`src/rtl/intdiv_sched.sv`:
```
// Two-requester round-robin front-end sharing one combinational signed divider.
// Operands are registered, held for a settle window, then the result is captured.

module intdiv_intdiv #(
  parameter int N = 5
) (
  input  logic [N-1:0] x_i,
  input  logic [N-1:0] y_i,
  output logic [N-1:0] z_o,
  output logic [N-1:0] r_o
);

  logic [N-1:0] ax, ay, q;
  logic [N:0]   rem;

  // Restoring division on magnitudes; signs re-applied afterwards
  always_comb begin
    ax  = x_i[N-1] ? (~x_i + 1'b1) : x_i;
    ay  = y_i[N-1] ? (~y_i + 1'b1) : y_i;
    rem = '0;
    q   = '0;
    for (int i = N-1; i >= 0; i--) begin
      rem = {rem[N-1:0], ax[i]};
      if (rem >= {1'b0, ay}) begin
        rem  = rem - {1'b0, ay};
        q[i] = 1'b1;
      end
    end
    z_o = (x_i[N-1] ^ y_i[N-1]) ? (~q + 1'b1) : q;
    r_o = x_i[N-1] ? (~rem[N-1:0] + 1'b1) : rem[N-1:0];
  end

endmodule

module intdiv_sched #(
  parameter int N             = 5,
  parameter int SETTLE_CYCLES = 2
) (
  input  logic         clk,
  input  logic         rst_n,
  input  logic         req0_valid,
  output logic         req0_ready,
  input  logic [N-1:0] req0_x,
  input  logic [N-1:0] req0_y,
  input  logic         req1_valid,
  output logic         req1_ready,
  input  logic [N-1:0] req1_x,
  input  logic [N-1:0] req1_y,
  output logic         out_valid,
  input  logic         out_ready,
  output logic [N-1:0] out_z,
  output logic [N-1:0] out_r,
  output logic         out_id,
  output logic         out_dz,
  output logic         out_ovf,
  output logic         busy
);

  typedef enum logic [1:0] {S_IDLE, S_SETTLE, S_DONE} state_t;

  localparam logic [N-1:0] MIN_NEG = {1'b1, {(N-1){1'b0}}};
  localparam logic [3:0]   CNT_INIT = 4'(SETTLE_CYCLES - 1);

  state_t       state_q, state_d;
  logic         rr_q, rr_d;
  logic [N-1:0] x_q, x_d, y_q, y_d;
  logic [3:0]   cnt_q, cnt_d;
  logic [N-1:0] z_q, z_d, r_q, r_d;
  logic         id_q, id_d, dz_q, dz_d, ovf_q, ovf_d;

  logic         gnt0, gnt1;
  logic [N-1:0] sel_x, sel_y;
  logic [N-1:0] core_z, core_r;

  intdiv_intdiv #(.N(N)) u_core (
    .x_i (x_q),
    .y_i (y_q),
    .z_o (core_z),
    .r_o (core_r)
  );

  assign gnt0  = req0_valid & (~req1_valid | ~rr_q);
  assign gnt1  = req1_valid & (~req0_valid |  rr_q);
  assign sel_x = gnt1 ? req1_x : req0_x;
  assign sel_y = gnt1 ? req1_y : req0_y;

  assign req0_ready = rst_n & (state_q == S_IDLE) & gnt0;
  assign req1_ready = rst_n & (state_q == S_IDLE) & gnt1;
  assign out_valid  = (state_q == S_DONE);
  assign busy       = (state_q != S_IDLE);
  assign out_z      = z_q;
  assign out_r      = r_q;
  assign out_id     = id_q;
  assign out_dz     = dz_q;
  assign out_ovf    = ovf_q;

  always_comb begin
    state_d = state_q;
    rr_d    = rr_q;
    x_d     = x_q;
    y_d     = y_q;
    cnt_d   = cnt_q;
    z_d     = z_q;
    r_d     = r_q;
    id_d    = id_q;
    dz_d    = dz_q;
    ovf_d   = ovf_q;
    unique case (state_q)
      S_IDLE: begin
        if (gnt0 | gnt1) begin
          x_d  = sel_x;
          y_d  = sel_y;
          id_d = gnt1;
          rr_d = gnt0;
          if (sel_y == '0) begin
            state_d = S_DONE;
            z_d     = '0;
            r_d     = sel_x;
            dz_d    = 1'b1;
            ovf_d   = 1'b0;
          end else if (sel_x == MIN_NEG && sel_y == '1) begin
            state_d = S_DONE;
            z_d     = sel_x;
            r_d     = '0;
            dz_d    = 1'b0;
            ovf_d   = 1'b1;
          end else begin
            state_d = S_SETTLE;
            cnt_d   = CNT_INIT;
          end
        end
      end
      S_SETTLE: begin
        if (cnt_q == '0) begin
          state_d = S_DONE;
          z_d     = core_z;
          r_d     = core_r;
          dz_d    = 1'b0;
          ovf_d   = 1'b0;
        end else begin
          cnt_d = cnt_q - 1'b1;
        end
      end
      S_DONE: begin
        if (out_ready) state_d = S_IDLE;
      end
      default: state_d = S_IDLE;
    endcase
  end

  always_ff @(posedge clk or negedge rst_n) begin
    if (!rst_n) begin
      state_q <= S_IDLE;
      rr_q    <= 1'b0;
      x_q     <= '0;
      y_q     <= '0;
      cnt_q   <= '0;
      z_q     <= '0;
      r_q     <= '0;
      id_q    <= 1'b0;
      dz_q    <= 1'b0;
      ovf_q   <= 1'b0;
    end else begin
      state_q <= state_d;
      rr_q    <= rr_d;
      x_q     <= x_d;
      y_q     <= y_d;
      cnt_q   <= cnt_d;
      z_q     <= z_d;
      r_q     <= r_d;
      id_q    <= id_d;
      dz_q    <= dz_d;
      ovf_q   <= ovf_d;
    end
  end

endmodule
```
`config.mk`:
```
export PLATFORM = sky130hd
export DESIGN_NAME = intdiv_sched
export DESIGN_NICKNAME = d
export VERILOG_FILES = /design/src/rtl/intdiv_sched.sv
export SDC_FILE = /design/constraint.sdc
export NUM_CORES = 1
export LEC_CHECK = 0
export ABC_AREA = 1
export BUFFER_PORTS_ARGS = -buffer_cell sky130_fd_sc_hd__buf_2
export CAP_MARGIN = 20
export CELL_PAD_IN_SITES_DETAIL_PLACEMENT = 1
export CELL_PAD_IN_SITES_GLOBAL_PLACEMENT = 2
export CORE_MARGIN = 2
export CORE_UTILIZATION = 25
export DETAILED_ROUTE_END_ITERATION = 16
export PLACE_DENSITY_LB_ADDON = 0.12
export SETUP_SLACK_MARGIN = 0.15
export SLEW_MARGIN = 15
export SYNTH_ARGS = -nofsm -noshare
export SYNTH_HDL_FRONTEND = slang
export SYNTH_SLANG_ARGS = --single-unit
```
`constraint.sdc`:
```
create_clock -name clk -period 9.51 [get_ports clk]
set_input_delay 2.853 -clock clk [delete_from_list [all_inputs] [get_ports clk]]
set_output_delay 2.853 -clock clk [all_outputs]
set_load 0.005 [all_outputs]
```
== Word level (Yosys, flattened, before mapping) ==
Index checks and enable logic that the tools add are counted.

* Logic and storage cells: 108
* Output and inout port bits: 17
* Register bits after elaboration: 30

* Reductions and logical operators: 10
* Bitwise logic cells: 16
* $add $sub $neg: 10
* $lt $le $gt $ge: 5
* Eq/ne operators: 11
* Muxes and demuxes: 46

{| class="wikitable"
|+ Operator list
! cell !! count
|-
| two-way mux 5 bit || 19
|-
| >= comparator 6 x 5 -> 1 bit || 4
|-
| adder 5 x 1 -> 5 bit (second input constant) || 4
|-
| NOT 5 bit || 4
|-
| one-hot mux 5 bit (2 select lines) || 2
|-
| subtractor 5 bit || 4
|-
| two-way mux 4 bit || 4
|-
| two-way mux 1 bit || 12
|-
| equality test 5 bit (second input constant) || 2
|-
| two-way mux 2 bit || 5
|-
| != test 2 bit (second input constant) || 4
|-
| one-hot mux 4 bit (2 select lines) || 1
|-
| one-hot mux 2 bit (3 select lines) || 1
|-
| AND 1 bit || 5
|-
| >= comparator 1 x 5 -> 1 bit || 1
|-
| logical NOT 5 bit || 1
|-
| AND reduction 5 bit || 1
|-
| subtractor 1 x 5 -> 5 bit || 1
|-
| logical NOT 4 bit || 1
|-
| != test 2 x 1 -> 1 bit (second input constant) || 2
|-
| one-hot mux 1 bit (2 select lines) || 2
|-
| AND reduction 4 bit || 1
|-
| nonzero test 2 bit || 2
|-
| subtractor 4 x 1 -> 4 bit (second input constant) || 1
|-
| other kinds (10) || 14
|}

== Logic depth before layout (Yosys ltp) ==
Gate-level depths: netlist (run 1).

* Depth after elaboration: 18
* Gate-level depth with buffers: 58
* Mapped depth without buffers: 58

== Modules after synthesis ==
Synthesis (run 1) repeated with hierarchy kept, for this count alone.

* Cells, all modules: 536
* Area, all modules: 3590.9 µm²

{| class="wikitable"
|+ Modules (own cells, without submodules)
! module !! seq. area each (µm²) !! times used !! cells an instance !! area each (µm²)
|-
| intdiv_sched || 750.7 || 1 || 275 || 1965.6
|-
| intdiv_intdiv || 0.0 || 1 || 261 || 1625.3
|}

== Least setup slack after synthesis (run 1) ==
No wires, ideal clock.

* Path kind: reg2reg
* Start point: register x_q[4]
* End point: register z_q[2], in the netlist out_z[2]
* Cell stages (with the launch flop): 50
* Arrival: 7.760 ns
* Data required time: 9.427 ns
* Path slack: 1.667 ns
* Period minus slack after synthesis: 7.843 ns
* Path through: dfrtp_1 -> buf_2 -> inv_1 -> nor4_1 -> inv_1 -> ha_1 -> o21ai_2 -> nor2_4 -> nand2_1 -> nor2_1 -> a21oi_1 -> inv_1 -> fa_1 -> inv_1 -> nor2_1 -> nor2_1 -> nor2_2 -> nor2_2 -> (+14 left out) -> a21oi_1 -> nand2_2 -> inv_2 -> nand3_1 -> nand2_1 -> inv_1 -> fa_1 -> a21o_1 -> a21oi_1 -> nor2_1 -> nor3_1 -> nand3_4 -> inv_2 -> ha_1 -> nor2_1 -> a21oi_1 -> o21ai_0 -> o21ai_0

* Word-level cells in the longest chain between the ends: 18

{| class="wikitable"
|+ RTL lines
! element !! RTL line !! source
|-
| start, declared || 66 || <nowiki>logic [N-1:0] x_q, x_d, y_q, y_d;</nowiki>
|-
| start signal, assigned || 155 || <nowiki>x_q <= '0;</nowiki>
|-
| start signal, assigned || 166 || <nowiki>x_q <= x_d;</nowiki>
|-
| NOT 5 bit || 18 || <nowiki>ax = x_i[N-1] ? (~x_i + 1'b1) : x_i;</nowiki>
|-
| adder 5 x 1 -> 5 bit || 18 ||
|-
| two-way mux 5 bit || 18 ||
|-
| subtractor 1 x 5 -> 5 bit or >= comparator 1 x 5 -> 1 bit (tied branches) || 25, 24 ||
|-
| two-way mux 5 bit || 24 || <nowiki>if (rem >= {1'b0, ay}) begin</nowiki>
|-
| subtractor 5 bit or >= comparator 6 x 5 -> 1 bit (tied branches) || 25, 24 ||
|-
| two-way mux 5 bit || 24 ||
|-
| subtractor 5 bit or >= comparator 6 x 5 -> 1 bit (tied branches) || 25, 24 ||
|-
| (+2 left out) || -- ||
|-
| two-way mux 5 bit || 24 ||
|-
| >= comparator 6 x 5 -> 1 bit || 24 ||
|-
| two-way mux 1 bit || 24 ||
|-
| NOT 5 bit || 29 || <nowiki>z_o = (x_i[N-1] ^ y_i[N-1]) ? (~q + 1'b1) : q;</nowiki>
|-
| adder 5 x 1 -> 5 bit || 29 ||
|-
| two-way mux 5 bit (*) || 29 ||
|-
| two-way mux 5 bit (*) || 134 || <nowiki>if (cnt_q == '0) begin</nowiki>
|-
| one-hot mux 5 bit (2 select lines) (*) || 108 || <nowiki>unique case (state_q)</nowiki>
|-
| end signal, assigned || 169 || <nowiki>z_q <= z_d;</nowiki>
|-
| end, declared || 68 || <nowiki>logic [N-1:0] z_q, z_d, r_q, r_d;</nowiki>
|}

Mark *: on every way between the ends. The rest lies on a longest branch, timed or not. The select of a mux whose other input is x is not followed.
A chain may end at the register's enable or synchronous reset.

== Worst setup path in the final report (run 1) ==
Same ends and word-level chain as after synthesis.

==> impl_results.md, run 1 <==
- Rel. slew slack: 49.1%
- Max-cap viol count: 0
- Hpwl dp: 7.46 mm
- Total die area: 0.0130 mm²
- Num ports: 42
- Dpl cell area: 0.00339 mm²
- Number of detailed-route iterations in the first pass: 4
- Commonest non-fill, non-tap cell in the layout: nand2_1
- Post-layout min period: 8.43 ns
- Drt total wl: 9.11 mm
- Max incr delay on CP: 0.49 ns
- Slew @ Worst Pin: 0.763 ns
- Antenna Cells: 0
- Multi-input logic area: 0.00202 mm²
- Register area share after synthesis: 24.8%
- Total GRT Usage: 14.7%
- WS Path Type: flip-flop to flip-flop
- Clk pin slew, worst setup/hold paths: 0.06 ns
- Slew Limit Fails: 0
- Design area: 0.00361 mm²
- CP endpoint kind: flip-flop
- Ys Warns: 0
- Setup crit start kind: flip-flop
- TritonCTS Sinks: 30
- Hold Violations, Final: 0
- Syn Std Cell Area: 0.00302 mm²
- Crit path arrival time: 8.63 ns
- Status: complete, no violations
- Hold Path Class: flip-flop to flip-flop
- Initial Util: 25.4%
- Seq cells post-synth: 30
- Syn_nets: 476
- Pin count of the biggest net entering global routing: 32
- Port Buffer Count: 41
- TNS Setup: 0 ns
- Drt wl/cell: 14.8 µm
- Library cells used by synthesis: 39
- Final setup skew: 0.00460 ns
- Inserted Clock Buffers: 5
- Synth Instances: 421
- Most frequent cells in the layout: 95 x nand2_1, 61 x inv_1, 41 x buf_2, 29 x dfrtp_1
- Routed via count divided by cell count: 4.66
- Die span in x: 114 µm
- 1st-iter DRT viols: 74
- Core box area: 0.0119 mm²
- Avg Cell Area, Syn: 7.18 µm²
- CTS hold repair buffers: 0
- RSZ-0062 raised after global routing: false
- Drt drc: 0
- Root Driver: clkbuf_16
- Final ANT Viol Nets: 0
- Final count of negative-setup-slack endpoints: 0
- Clk Latency, worst-skew pair: 0.28 ns
- Vias in the first global route: 2986
- Synth Flop Type: dfrtp_1
- Antenna violations before repair: 0
- Syn-to-layout area delta: 19.5%
- FF+latch area: 752 µm²
- Die Span Y: 114 µm
- Fillers: 1496
- First-pass GRT wire length: 15.3 mm
- Data required time at the worst endpoint: 9.71 ns
- Maximum buffer depth of the clock tree: 2
- Via count: 2868
- CTS tree: yes
- CP max FO: 8
- Asr flop ratio synth: 100%
- Fin crit share: 88.6%
- Net count, final: 523
- Share of cells above drive strength 1: 21.7%
- Total congestion overflow: 0
- CP max-delay cell: dfrtp_2
- EDFF count, synth: 0
- Max Clk Rate: 119 MHz
- Routability-driven placement congestion ratio: 0.779
- Placement Rows: 40
- Htree depth: 2
==> flip-flops by register name, indices dropped and copies added, names as in the netlist <==
name     cells
y_q          5
out_id       1
out_z        5
state_q      2
cnt_q        4
out_dz       1
rr_q         1
out_r        5
x_q          5
out_ovf      1
==> metal layers <==
layer  GRT usage, %  wire length (µm)  vias to the layer above
met3           2.44               246                        4
li1               -                 -                     1463
met5              0                 0                        -
met4           1.95                42                        0
met2           24.6              4310                       27
met1           20.4              4520                     1374
==> final timing paths <==
kind / from / endpoint / slack (ns) / depth (start not counted)
max in group asynchronous: rst_n / x_q[4]$_DFFE_PN0P_ / 6.35 / 1
min in group asynchronous: rst_n / cnt_q[0]$_DFFE_PN0P_ / 2.64 / 1
max: x_q[4]$_DFFE_PN0P_ / out_z[2]$_DFFE_PN0P_ / 1.08 / 48
max reg2reg: x_q[4]$_DFFE_PN0P_ / out_z[2]$_DFFE_PN0P_ / 1.08 / 48
min reg2reg: out_dz$_DFFE_PN0P_ / out_dz$_DFFE_PN0P_ / 0.46 / 2
min: out_dz$_DFFE_PN0P_ / out_dz$_DFFE_PN0P_ / 0.46 / 2
==> synth_stat cells (4+ instances only) <==
| library cell | n | area share [%] |
|---|---|---|
| fa_1 | 4 | 2.7 |
| nand2_2 | 9 | 1.9 |
| a21oi_1 | 19 | 3.1 |
| nand2_1 | 95 | 12 |
| o31ai_1 | 4 | 0.99 |
| nor3_1 | 4 | 0.66 |
| ha_1 | 26 | 11 |
| mux2i_1 | 9 | 3.0 |
| xnor2_1 | 7 | 2.0 |
| nor2_2 | 4 | 0.83 |
| nand3_1 | 27 | 4.5 |
| nor2_1 | 27 | 3.4 |
| o21ai_1 | 7 | 1.2 |
| o21ai_0 | 27 | 4.5 |
| nand2_4 | 6 | 2.2 |
| dfrtp_1 | 30 | 25 |
| inv_2 | 7 | 0.87 |
| xor2_1 | 8 | 2.3 |
| nand4_1 | 6 | 1.2 |
| inv_1 | 62 | 7.7 |
==> through the flow <==
stage | cells | util (%) | setup WS [ns] | hold WS, ns
floorplan | 421 | - | 1.67 | 0.453
global placement | 605 | 28.5 | 0.325 | 0.452
detailed placement | 605 | 28.5 | 0.210 | 0.455
CTS | 613 | 29.7 | 0.173 | 0.468
global route | 616 | 30.3 | 0.115 | 0.490
finish | 616 | 30.3 | 1.08 | 0.464
==> worst max-delay path, delay by kind of cell, from the launching register on <==
kind	cells	cell delay [ns]
buf+inv	9	0.98
compound gates	13	2.22
simple gates	20	2.31
fa+ha+maj	6	2.33
flops	1	0.49
==> repair_timing <==
| item | 4_1_cts | 5_1_grt |
|---|---|---|
| buffers inserted | 0 | 3 |
| endpoints found under the setup margin | 0 | 10 |
| gates resized for setup | 0 | 11 |
==> cells by family after synthesis <==
family	after synthesis	share of synthesized area, %
flip-flops	30	24.8
buffers and inverters	75	9.73
multiplexers	9	2.98
AO/OA/AOI/OAI	71	13.7
XOR/XNOR	15	4.35
AND/OR/NAND/NOR	191	30.9
adder cells (fa/ha/maj)	30	13.4
==> cell type report <==
cell class / instances / area share [%]
multi-input cells: 316 / 55.9
flip-flops and latches: 30 / 20.8
inverters: 69 / 7.28
clock inverters: 2 / 0.347
repair buffers: 46 / 6.72
clock buffers: 6 / 3.85
well taps: 147 / 5.10
Power of run 1 is not shown: default switching activity piles up to over one toggle a cycle in this logic, so the estimate is an artifact.
==> run 2: changes to the inputs <==
--- a/config.mk
+++ b/config.mk
@@ -6,13 +6,14 @@
 export NUM_CORES = 1
 export LEC_CHECK = 0
 export ABC_AREA = 1
-export BUFFER_PORTS_ARGS = -buffer_cell sky130_fd_sc_hd__buf_2
+export BUFFER_PORTS_ARGS = -buffer_cell sky130_fd_sc_hd__clkbuf_2
 export CAP_MARGIN = 20
 export CELL_PAD_IN_SITES_DETAIL_PLACEMENT = 1
 export CELL_PAD_IN_SITES_GLOBAL_PLACEMENT = 2
 export CORE_MARGIN = 2
 export CORE_UTILIZATION = 25
 export DETAILED_ROUTE_END_ITERATION = 16
+export MAX_ROUTING_LAYER = met4
 export PLACE_DENSITY_LB_ADDON = 0.12
 export SETUP_SLACK_MARGIN = 0.15
 export SLEW_MARGIN = 15
==> impl_results.md, run 2 (same netlist as run 1, synthesis figures left out) <==
- Via count: 2833
- Fillers: 1475
- Port Buffer Count: 41
- Core box area: 0.0119 mm²
- CTS tree: yes
- Data required time at the worst endpoint: 9.71 ns
- FF+latch area: 752 µm²
- TritonCTS Sinks: 30
- Root Driver: clkbuf_16
- Hold Path Class: flip-flop to flip-flop
- Syn-to-layout area delta: 19.1%
- Clk pin slew, worst setup/hold paths: 0.05 ns
- Net count, final: 521
- Max Clk Rate: 119 MHz
- Final Core Density: 30.2%
- Commonest non-fill, non-tap cell in the layout: nand2_1
- RSZ-0062 raised after global routing: false
- Max incr delay on CP: 0.50 ns
- CP max-delay cell: fa_1
- WS Path Type: flip-flop to flip-flop
- 1st-iter DRT viols: 78
- First-pass GRT wire length: 14.9 mm
- Drt drc: 0
- Total congestion overflow: 0
- TNS Setup: 0 ns
- Total die area: 0.0130 mm²
- Post-layout min period: 8.42 ns
- Maximum buffer depth of the clock tree: 2
- Minimum hold slack: 0.472 ns
- Hold Violations, Final: 0
- Final ANT Viol Nets: 0
- Die Span Y: 114 µm
- Final setup skew: 0.00440 ns
- Placement Rows: 40
- Antenna Cells: 0
- Die span in x: 114 µm
- Drt wl/cell: 14.5 µm
- Drt total wl: 8.92 mm
- R2R setup slack: 1.09 ns
- Num ports: 42
- Number of detailed-route iterations in the first pass: 4
- Share of cells above drive strength 1: 21.2%
- Post-Layout Cell Count: 614
- Routed via count divided by cell count: 4.61
- CP endpoint kind: flip-flop
- Hold path cells: 2
- Crit path arrival time: 8.61 ns
- Postcts setup bufs: 0
- Most frequent cells in the layout: 95 x nand2_1, 61 x inv_1, 41 x clkbuf_2, 29 x dfrtp_1
- Final count of negative-setup-slack endpoints: 0
- Rel. slew slack: 49.7%
- Htree depth: 2
- CP max FO: 10
- Vias in the first global route: 2898
- Total GRT Usage: 14.9%
- CP most frequent cell: inv_1
- Setup crit start kind: flip-flop
- Initial Util: 25.4%
- Clk Latency, worst-skew pair: 0.28 ns
- Reg2Reg Depth: 50
- Placed cells: 606
- Routability-driven placement congestion ratio: 0.809
- Fin crit share: 88.5%
- Status: complete, no violations
- Hpwl dp: 7.40 mm
- Slew Limit Fails: 0
- Max-cap viol count: 0
- Antenna violations before repair: 0
- Slew @ Worst Pin: 0.755 ns
- Inserted Clock Buffers: 5
- Pin count of the biggest net entering global routing: 32
- Multi-input logic area: 0.00203 mm²
-- run 2: cell count changes in the layout (fill, tap and decap cells not counted), sizes merged --
| cell | change |
|---|---|
| buf | -43 |
| clkbuf | +42 |
| clkinvlp | -1 |
-- run 2: timing repair --
item / CTS / global route
endpoints found under the hold margin: 0 / 0
resized for setup: 1 / 11
endpoints found under the setup margin: 2 / 10
hold buffers: 0 / 0
-- run 2: worst max-delay path, delay by kind of cell, from the launching register on --
kind,cells,cell delay [ns]
AOI/OAI and AO/OA,13,2.20
adders and majority gates,6,2.26
buffers and inverters,10,1.07
DFF,1,0.49
and+or+nand+nor,21,2.27
-- run 2: through the flow --
step,setup WS (ns),instance area [µm²]
after floorplan,1.67,3020
after global placement,0.274,3400
after detailed placement,0.164,3400
after CTS,0.291,3550
after global routing,0.198,3600
final,1.09,3600
-- run 2: path summary, 6_finish.rpt --
check,from,to
worst min register to register,out_id$_DFFE_PN0P_,out_id$_DFFE_PN0P_
worst min-delay path,out_id$_DFFE_PN0P_,out_id$_DFFE_PN0P_
worst max-delay path,x_q[4]$_DFFE_PN0P_,out_z[2]$_DFFE_PN0P_
worst max register to register,x_q[4]$_DFFE_PN0P_,out_z[2]$_DFFE_PN0P_
min in group asynchronous,rst_n,cnt_q[3]$_DFFE_PN0P_
max in group asynchronous,rst_n,x_q[4]$_DFFE_PN0P_
-- run 2: layer usage --
metal | share of wire [%] | GRT usage, % | vias to the layer above | wire (µm)
li1 | - | - | 1460 | -
met1 | 51 | 20.5 | 1342 | 4550
met2 | 46 | 23.8 | 27 | 4110
met3 | 2.6 | 2.66 | 4 | 231
met4 | 0.34 | 1.71 | 0 | 30
met5 | 0 | - | - | 0
-- run 2: cell type report --
class | count | share of cell area [%]
flip-flops and latches | 30 | 20.9
clock inverters | 1 | 0.139
clock buffers | 7 | 3.96
repair buffers | 44 | 6.33
inverters | 69 | 7.30
multi-input cells | 316 | 56.3
well taps | 147 | 5.11
Power of run 2 is left out for the same reason.
